===== config.mk =====
export PLATFORM = sky130hd
export DESIGN_NAME = ps2_host_tx
export DESIGN_NICKNAME = d
export VERILOG_FILES = /design/src/rtl/ps2_host_tx.sv
export SDC_FILE = /design/constraint.sdc
export NUM_CORES = 1
export LEC_CHECK = 0
export ABC_CLOCK_PERIOD_IN_PS = 3300
export BUFFER_PORTS_ARGS = -buffer_cell sky130_fd_sc_hd__buf_2
export CORE_ASPECT_RATIO = 1.1
export CORE_MARGIN = 4
export CORE_UTILIZATION = 60
export CTS_CLUSTER_SIZE = 30
export DETAILED_ROUTE_END_ITERATION = 12
export GPL_ROUTABILITY_DRIVEN = 0
export GPL_TIMING_DRIVEN = 0
export MAX_ROUTING_LAYER = met4
export PLACE_DENSITY_LB_ADDON = 0.12
export SYNTH_ARGS = -nofsm -noshare
export SYNTH_HDL_FRONTEND = slang
export SYNTH_SLANG_ARGS = --single-unit

===== constraint.sdc =====
create_clock -name clk -period 3.3 [get_ports clk]
set_clock_uncertainty 0.1 [all_clocks]
set_input_delay 0.165 -clock clk [delete_from_list [all_inputs] [get_ports clk]]
set_output_delay 0.165 -clock clk [all_outputs]
set_load 0.02 [all_outputs]

===== src/rtl/ps2_host_tx.sv =====
// PS/2 host-to-device transmitter.
// Performs the request-to-send handshake (clock inhibit, then start bit),
// shifts out 8 data bits LSB first plus odd parity on the device's falling
// clock edges, releases data for the stop bit and samples the device
// acknowledge. A per-edge watchdog aborts a frame if the device stops clocking.
module ps2_host_tx #(
  parameter int INHIBIT_CYCLES = 13000,
  parameter int TIMEOUT_CYCLES = 2000000
) (
  input  logic       clk,
  input  logic       reset,
  input  logic       wr_ps2,
  input  logic [7:0] din,
  input  logic       ps2c_in,
  input  logic       ps2d_in,
  output logic       ps2c_oe,
  output logic       ps2d_oe,
  output logic       tx_idle,
  output logic       tx_done_tick,
  output logic       tx_err_tick
);

  localparam int INH_W = (INHIBIT_CYCLES > 1) ? $clog2(INHIBIT_CYCLES) : 1;
  localparam int TMO_W = (TIMEOUT_CYCLES > 1) ? $clog2(TIMEOUT_CYCLES) : 1;
  localparam logic [INH_W-1:0] INH_LOAD = INH_W'(INHIBIT_CYCLES - 1);
  localparam logic [TMO_W-1:0] TMO_LAST = TMO_W'(TIMEOUT_CYCLES - 1);

  typedef enum logic [2:0] {
    IDLE  = 3'd0,
    RTS   = 3'd1,
    START = 3'd2,
    DATA  = 3'd3,
    STOP  = 3'd4,
    ACK   = 3'd5
  } state_t;

  state_t           state;
  logic [7:0]       filter;
  logic [7:0]       filter_next;
  logic             f_ps2c;
  logic             f_ps2c_next;
  logic             fall_edge;
  logic             d_meta;
  logic             d_sync;
  logic [8:0]       shift;
  logic [INH_W-1:0] inh_cnt;
  logic [3:0]       bit_cnt;
  logic [TMO_W-1:0] tmo_cnt;

  // Odd parity bit: 1 when the byte holds an even number of ones.
  function automatic logic odd_parity(input logic [7:0] b);
    return ~^b;
  endfunction

  // Debounce the device clock: only 8 identical samples move the filtered level.
  always_comb begin
    filter_next = {ps2c_in, filter[7:1]};
    if (filter_next == 8'hFF) begin
      f_ps2c_next = 1'b1;
    end else if (filter_next == 8'h00) begin
      f_ps2c_next = 1'b0;
    end else begin
      f_ps2c_next = f_ps2c;
    end
    fall_edge = f_ps2c & ~f_ps2c_next;
  end

  // Clock filter registers and 2-FF synchronizer for the data line.
  always_ff @(posedge clk or posedge reset) begin
    if (reset) begin
      filter <= 8'h00;
      f_ps2c <= 1'b0;
      d_meta <= 1'b1;
      d_sync <= 1'b1;
    end else begin
      filter <= filter_next;
      f_ps2c <= f_ps2c_next;
      d_meta <= ps2d_in;
      d_sync <= d_meta;
    end
  end

  // Frame sequencer with registered line enables and status ticks.
  always_ff @(posedge clk or posedge reset) begin
    if (reset) begin
      state        <= IDLE;
      ps2c_oe      <= 1'b0;
      ps2d_oe      <= 1'b0;
      tx_idle      <= 1'b1;
      tx_done_tick <= 1'b0;
      tx_err_tick  <= 1'b0;
      shift        <= 9'd0;
      inh_cnt      <= '0;
      bit_cnt      <= 4'd0;
      tmo_cnt      <= '0;
    end else begin
      tx_done_tick <= 1'b0;
      tx_err_tick  <= 1'b0;
      case (state)
        IDLE: begin
          ps2c_oe <= 1'b0;
          ps2d_oe <= 1'b0;
          tx_idle <= 1'b1;
          if (wr_ps2) begin
            shift   <= {odd_parity(din), din};
            inh_cnt <= INH_LOAD;
            ps2c_oe <= 1'b1;
            tx_idle <= 1'b0;
            state   <= RTS;
          end
        end
        RTS: begin
          if (inh_cnt == '0) begin
            ps2c_oe <= 1'b0;
            ps2d_oe <= 1'b1;
            tmo_cnt <= '0;
            state   <= START;
          end else begin
            inh_cnt <= inh_cnt - INH_W'(1);
          end
        end
        START, DATA, STOP: begin
          if (fall_edge) begin
            tmo_cnt <= '0;
            if (state == START) begin
              ps2d_oe <= ~shift[0];
              shift   <= {1'b0, shift[8:1]};
              bit_cnt <= 4'd8;
              state   <= DATA;
            end else if (state == DATA) begin
              if (bit_cnt != 4'd0) begin
                ps2d_oe <= ~shift[0];
                shift   <= {1'b0, shift[8:1]};
                bit_cnt <= bit_cnt - 4'd1;
              end else begin
                ps2d_oe <= 1'b0;
                state   <= STOP;
              end
            end else begin
              // 11th edge: the acknowledge decision is taken here directly.
              tx_done_tick <= ~d_sync;
              tx_err_tick  <= d_sync;
              tx_idle      <= 1'b1;
              state        <= IDLE;
            end
          end else if (tmo_cnt == TMO_LAST) begin
            tx_err_tick <= 1'b1;
            ps2c_oe     <= 1'b0;
            ps2d_oe     <= 1'b0;
            tx_idle     <= 1'b1;
            tmo_cnt     <= '0;
            state       <= IDLE;
          end else begin
            tmo_cnt <= tmo_cnt + TMO_W'(1);
          end
        end
        ACK: begin
          // Never entered in normal flow; release the bus and recover.
          ps2c_oe <= 1'b0;
          ps2d_oe <= 1'b0;
          tx_idle <= 1'b1;
          state   <= IDLE;
        end
        default: begin
          ps2c_oe <= 1'b0;
          ps2d_oe <= 1'b0;
          tx_idle <= 1'b1;
          state   <= IDLE;
        end
      endcase
    end
  end

endmodule


**Word-level counts from Yosys, hierarchy flattened**

Index checks and enable logic that the tools add are counted.

- Bitwise operators: 5
- Equality and inequality tests: 19
- Muxes and demuxes: 52
- Reductions and logical operators: 19
- Add/subtract/negate cells: 3

Operator list:

| kind | number |
|---|---|
| $mux W21 | 3 |
| $mux W9 | 5 |
| $pmux W21 S2 | 1 |
| $mux W14 | 2 |
| $pmux W14 S2 | 1 |
| $mux W1 | 25 |
| $add A21 B1 Y21 const B | 1 |
| $eq A21 B21 Y1 const B | 1 |
| $mux W3 | 7 |
| $pmux W9 S2 | 1 |
| $ne A3 B3 Y1 const B | 5 |
| $logic_not A14 Y1 | 1 |
| $sub A14 B1 Y14 const B | 1 |
| $mux W4 | 3 |
| $ne A2 B2 Y1 const B | 6 |
| $reduce_and A4 Y1 | 3 |
| $reduce_bool A2 Y1 | 5 |
| $pmux W3 S3 | 1 |
| $reduce_and A3 Y1 | 3 |
| $eq A8 B8 Y1 const B | 1 |
| $logic_not A8 Y1 | 1 |
| $reduce_xnor A8 Y1 | 1 |
| $eq A3 B2 Y1 const B | 2 |
| $pmux W1 S3 | 2 |
| 13 further kinds | 16 |

- Input bits: 13
- Register bits: 67
- Word-level logic and storage cells: 112

**Logic depth before layout (Yosys ltp)**

Gate-level depths: netlist of the first run.

- Depth after elaboration: 7
- Depth in mapped cells: 10
- Mapped depth without buffers: 7

**Least setup slack after synthesis of the first run**

OpenSTA, ideal clock, no wires.

- Path type: register to register
- Start: register inh_cnt[0]
- End: register tmo_cnt[15]
- Buffers on the path: 2
- Arrival: 2.689 ns
- Setup time: 0.073 ns
- Period minus slack after synthesis: 2.862 ns
- Data required time: 3.127 ns
- Slack: 0.438 ns
- Cell stages (with the launch flop): 10
- Cells stage by stage: dfrtp_1 inv_1 ha_1 or4b_2 or4_4 buf_6 o21a_4 buf_6 or4b_4 a21oi_2

- Word-level cells in the longest chain between the ends: 3

Ends and longest elaborated chain:

| what | RTL line | RTL |
|---|---|---|
| start, declared | 46 | `logic [INH_W-1:0] inh_cnt;` |
| start signal, assigned | 119 | `inh_cnt <= inh_cnt - INH_W'(1);` |
| $logic_not A14 Y1 | 113 | `if (inh_cnt == '0) begin` |
| $ne A2 B2 Y1 (no line) | n/a |  |
| $reduce_and A2 Y1 (no line) | n/a |  |
| end signal, assigned | 154 | `tmo_cnt <= tmo_cnt + TMO_W'(1);` |
| end, declared | 48 | `logic [TMO_W-1:0] tmo_cnt;` |

Every way passes these cells.
A chain may end at the register's enable or synchronous reset.

**Worst setup path in the final report of the first run**

- Start: register inh_cnt[0]
- End: register tmo_cnt[9]

Same word-level chain as after synthesis.

==> results of run 1 <==
==> power breakdown <==
group / internal, mW / switching, mW / total (mW)
combinational: 0.204 / 0.298 / 0.503
sequential: 0.981 / 0.139 / 1.12
clock: 0.444 / 0.312 / 0.755
==> what timing repair did <==
item                                   4_1_cts  5_1_grt
endpoints found under the hold margin       34        0
resized for setup                            0        3
setup endpoints to repair                    0       13
hold buffers                                10        0
==> synth_stat cells, types with 3 or more instances <==
cell type	instances	area [sq um]
a21oi_1	23	115
a31oi_1	8	50.1
clkbuf_1	9	33.8
dfrtp_1	63	1580
dfstp_2	3	78.8
ha_1	5	62.6
inv_1	15	56.3
nand2_1	31	116
nand2b_1	5	31.3
nand3_1	23	115
nand4_1	7	43.8
nor2_1	27	101
nor3_1	8	40.0
nor4_1	9	56.3
o21ai_0	23	115
o31ai_1	5	37.5
o41ai_1	3	26.3
or3_1	8	50.1
or4_1	9	67.6
xnor2_1	10	87.6
xor2_1	9	78.8
==> layout make-up <==
| class | instances | area, sq um |
|---|---|---|
| tap | 75 | 93.8 |
| clock inverter | 5 | 77.6 |
| buffer | 14 | 70.1 |
| multi-input combinational | 252 | 1540 |
| timing repair buffer | 28 | 205 |
| inverter | 15 | 56.3 |
| fill | 418 | 1520 |
| sequential | 66 | 1660 |
| clock buffer | 11 | 141 |
==> stage by stage <==
step	cells	util	hold slack, ns	total power, mW
after floorplan	347	-	0.0695	1.47
after global placement	439	0.650	0.170	1.59
after detailed placement	440	0.654	0.163	1.62
after CTS	466	0.713	0.0482	2.38
after global routing	466	0.716	0.0737	2.52
final	466	0.716	0.0604	2.38
==> registers in the layout, indices dropped and copies added (netlist names) <==
| signal | flops |
|---|---|
| tmo_cnt | 21 |
| state | 3 |
| d_sync | 1 |
| inh_cnt | 14 |
| d_meta | 1 |
| tx_done_tick | 1 |
| bit_cnt | 4 |
| ps2c_oe | 1 |
| tx_idle | 1 |
| ps2d_oe | 1 |
| tx_err_tick | 1 |
| f_ps2c | 1 |
| filter | 7 |
| shift | 9 |
==> worst max-delay path by stage <==
stage	slack (ns)	startpoint	to	cells past startpoint
after detailed placement	0.07	inh_cnt[0]	tmo_cnt[14]	7
after global routing	0.03	state[2]	tmo_cnt[9]	7
after floorplan	0.44	inh_cnt[0]	tmo_cnt[15]	9
final	0.19	inh_cnt[0]	tmo_cnt[9]	10
after CTS	0.02	inh_cnt[0]	tmo_cnt[20]	7
after global placement	0.12	inh_cnt[0]	tmo_cnt[20]	7
==> layer usage <==
layer	part of all wire	vias up	routed length [um]
met1	0.47	1321	3280
met3	0.039	13	274
met2	0.47	58	3280
met5	0	-	0
met4	0.016	0	111
li1	-	1345	-
==> logic make-up after synthesis <==
group           share of synthesized area
simple gates                        0.240
xor+xnor                           0.0503
flops                               0.501
mux                               0.00303
buf+inv                            0.0382
fa+ha+maj                          0.0189
compound gates                      0.149
==> critical path: stages (launching register included) <==
cell	delay, ns
dfrtp_1	0.41
inv_1	0.10
ha_1	0.16
or4b_2	0.62
or4_4	0.44
buf_6	0.16
o21a_4	0.22
buf_6	0.14
clkbuf_1	0.22
o31ai_1	0.32
a21oi_1	0.10
==> flow_summary_export.csv, run 1 <==
group,metric,value,unit
synthesis,synthFlopType,"dfrtp_1",
detailed_routing,dr.pass1.iters,4,
place,port_buffers,17,
detailed_routing,routed_wl,6950,um
sta,relSlewSlack,0.220,
layout,fin_nets,404,
layout,final_cell_mix,"63 x dfrtp_1, 31 x nand2_1, 26 x nor2_1",
setup_path,end_kind,"register",
setup_path,reg2reg_from,"inh_cnt[0]",
layout,final_common_cell,"dfrtp_1",
sta,period_needed,3.11,ns
global_routing,grt_first_pass_wirelength,12100,um
synthesis,ys_types,52,
place,place_area,3500,sq um
clock_network,cts_max_path_buffers,2,
synthesis,synthCells,347,
setup_path,critPathArrivalTime,3.24,ns
layout,drive_above_1_share,0.138,
synthesis,syn-cell-area,3310,sq um
synthesis,async_flop_share,1.00,
setup_path,rr_endpoint,"tmo_cnt[9]",
clock_network,clock_latency,0.35,ns
die,rows,28,
layout,fin_area,3840,sq um
status,status,"completed",
detailed_routing,drt-initial-drc-count,149,
power_and_ir_drop,ir_worst_vdd,0.000529,V
clock_network,clk_pin_slew,0.07,ns
synthesis,synthesis.nets,365,
detailed_routing,route.vias.total,2737,
global_routing,grt_usage,0.236,
sta,setup_slack,0.187,ns
global_routing,antenna_found_initial,0,
detailed_routing,viasPerCell,5.87,
die,start_util,0.617,
detailed_routing,routedWlPerCell,14.9,um
layout,antennaDiodeCount,0,
synthesis,ys_warn_count,0,
sta,fmax,321,MHz
sta,fin_tns_setup,0,ns
die,coreArea,5360,sq um
clock_network,cts_sinks,66,
sta,drv_slew,0,
clock_network,postCtsSetupBuffers,0,
synthesis,synth-edff-count,0,
die,die_h,85.9,um
global_routing,grt_pass1_vias,2674,
sta,setup_viol_count_final,0,
global_routing,overflow,0,
power_and_ir_drop,power_density,619,nW/um^2
synthesis,synth_seq_cells,66,
place,place_hpwl,4660,um
clock_network,cts_inserted_buffers,9,
setup_path,crit_required,3.42,ns
global_routing,grt-busiest-layer,"met2",
layout,areaGrowthSynthToFinish,16.2,%
global_routing,grt_use_met1,0.294,
die,ioPinCount,18,
sta,hold_viol,0,
power_and_ir_drop,power_leakage,1.53,nW
min_path,hold_path.startpoint,"din[7]",
setup_path,r2r_cells,10,
global_routing,grt_use_met2,0.362,
die,die_area,6760,sq um
run,drv_cap,0,
place,dpl_worst_slack,0.0667,ns
clock_network,tritoncts,"done",
setup_path,r2r_slack,0.19,ns
synthesis,seq_area_frac_synth,0.501,
sta,tightest_slew,1.16,ns
sta,rsz0062_at_grt,"no",
min_path,hold_class,"input pin to register",
setup_path,crit_path_start_kind,"register",
min_path,hold_depth,3,
setup_path,crit_type,"register to register",
die,dieWidth,78.8,um
clock_network,htreeDepth,3,
global_routing,met3_usage,0.0515,
min_path,holdPathEnd,"shift[7]",
sta,post-route-period-util,0.943,
setup_path,path_max_fanout,10,
detailed_routing,drt.antenna.violating_nets,0,
synthesis,avgSynthCellArea,9.53,sq um
clock_network,root_buffer,"clkbuf_8",
detailed_routing,drcViolationCount,0,
global_routing,grt_max_degree,40,
Power figures use the tool's default switching activity.
==> inputs of run 2 (changes only) <==
Settings changed: REMOVE_ABC_BUFFERS set to 1.
==> run 2 against run 1 <==
- sequential share of layout area rose by 0.92 points
- register-to-register slack improved by 0.15 ns
- non-clock buffer count fell by 14
- utilization fell by 1.5 points
- via count fell by 2.6%
- setup slack improved by 0.15 ns
- highest routed layer unchanged
- total power fell by 3.7%
- count of clock-buffer cells in the layout fell by 1
- sequential cell count did not move
- largest power group unchanged
==> flow_summary_export.csv, run 2 (synthesis results as in run 1) <==
group,metric,value,unit
global_routing,grt_usage,0.228,
die,rows,28,
sta,fin_tns_setup,0,ns
die,start_util,0.617,
min_path,hold_class,"input pin to register",
setup_path,crit_path_max_incr_delay,0.62,ns
global_routing,overflow,0,
setup_path,r2r_cells,7,
detailed_routing,drcViolationCount,0,
global_routing,grt_pass1_vias,2581,
detailed_routing,viasPerCell,5.90,
die,die_h,85.9,um
layout,fill_cells,427,
die,coreArea,5360,sq um
clock_network,tritoncts,"done",
status,status,"completed",
min_path,hold_depth,3,
power_and_ir_drop,power_leakage,1.48,nW
layout,drive_above_1_share,0.138,
detailed_routing,drt.antenna.violating_nets,0,
sta,drv_slew,0,
run,drv_cap,0,
setup_path,critPathArrivalTime,3.06,ns
clock_network,clk_pin_slew,0.07,ns
sta,rsz0062_at_grt,"no",
layout,final_common_cell,"dfrtp_1",
layout,largest_register_ffs,21,
die,dieWidth,78.8,um
sta,tightest_slew,1.08,ns
clock_network,cts_max_path_buffers,2,
detailed_routing,dr.pass1.iters,4,
setup_path,crit_chain,"inv_1, ha_1, or4b_2, or4_4, o21a_4, nor2_2, nor2_1",
power_and_ir_drop,finalPower,2.29,mW
setup_path,crit_required,3.40,ns
layout,fin_nets,390,
die,ioPinCount,18,
setup_path,crit_path_start_kind,"register",
setup_path,slowest_stage,"or4b_2",
die,die_area,6760,sq um
place,port_buffers,17,
global_routing,grt_max_degree,39,
global_routing,antenna_found_initial,0,
sta,setup_slack,0.336,ns
setup_path,path_max_fanout,23,
layout,antennaDiodeCount,0,
sta,post-route-period-util,0.898,
detailed_routing,routedWlPerCell,15.1,um
layout,areaGrowthSynthToFinish,13.7,%
detailed_routing,route.vias.total,2667,
power_and_ir_drop,power_density,609,nW/um^2
clock_network,clock_latency,0.34,ns
clock_network,cts_inserted_buffers,9,
place,place_hpwl,4530,um
place,dpl_worst_slack,0.0700,ns
sta,relSlewSlack,0.272,
setup_path,end_kind,"register",
clock_network,cts_sinks,66,
global_routing,grt_first_pass_wirelength,11800,um
layout,final_cell_mix,"63 x dfrtp_1, 31 x nand2_1, 26 x nor2_1",
layout,finish.utilization,0.701,
setup_path,crit_type,"register to register",
clock_network,htreeDepth,3,
clock_network,root_buffer,"clkbuf_8",
sta,fmax,337,MHz
power_and_ir_drop,ir_worst_vdd,0.000489,V
detailed_routing,routed_wl,6810,um
sta,hold_viol,0,
sta,period_needed,2.96,ns
layout,reg_top3,"tmo_cnt (21), inh_cnt (14), shift (9)",
detailed_routing,drt-initial-drc-count,190,
sta,setup_viol_count_final,0,
layout,largest_register,"tmo_cnt",
[run 2: metal layers]
| metal | share of wire | track usage |
|---|---|---|
| met5 | 0 | - |
| met4 | 0.012 | 0.0700 |
| met2 | 0.49 | 0.343 |
| met1 | 0.47 | 0.305 |
| met3 | 0.029 | 0.0578 |
[run 2: final cells by class]
cell class / count / area [sq um] / area share
timing repair buffer: 28 / 205 / 0.0546
sequential: 66 / 1660 / 0.440
clock inverter: 6 / 66.3 / 0.0176
inverter: 15 / 56.3 / 0.0150
tap: 75 / 93.8 / 0.0250
clock buffer: 10 / 138 / 0.0366
multi-input combinational: 252 / 1550 / 0.411
[run 2: path summary, 6_finish.rpt]
path / start / end / slack [ns]
worst min register to register: d_meta / d_sync / 0.26
worst min-delay path: din[7] / shift[7] / 0.05
worst max-delay path: inh_cnt[0] / tmo_cnt[8] / 0.34
worst max register to register: inh_cnt[0] / tmo_cnt[8] / 0.34
min in group asynchronous: reset / tx_done_tick / 0.36
max in group asynchronous: reset / d_sync / 2.06
[run 2: critical path, delay by kind of cell, from the launching register on]
family          cells  cell delay (ns)
fa+ha+maj           1             0.14
buf+inv             1             0.09
flops               1             0.41
simple gates        4             1.78
compound gates      1             0.31
[run 2: where the power goes]
part           internal, mW  switching (mW)  leakage, nW
Sequential            0.981           0.152        0.791
Combinational         0.195           0.274        0.594
Clock                 0.369           0.318       0.0945
[run 2: what timing repair did]
item / CTS / global route
hold endpoints to repair: 36 / 0
endpoints found under the setup margin: 0 / 15
buffers inserted: 0 / 0
resized for setup: 0 / 4
hold buffers: 10 / 0
[run 2: stage by stage]
step	hold WS [ns]	instances	instance area (sq um)
global route	0.0880	452	3760
detailed placement	0.172	426	3430
finish	0.0536	452	3760
global placement	0.170	425	3410
CTS	0.0428	452	3740
floorplan	0.0695	333	3240
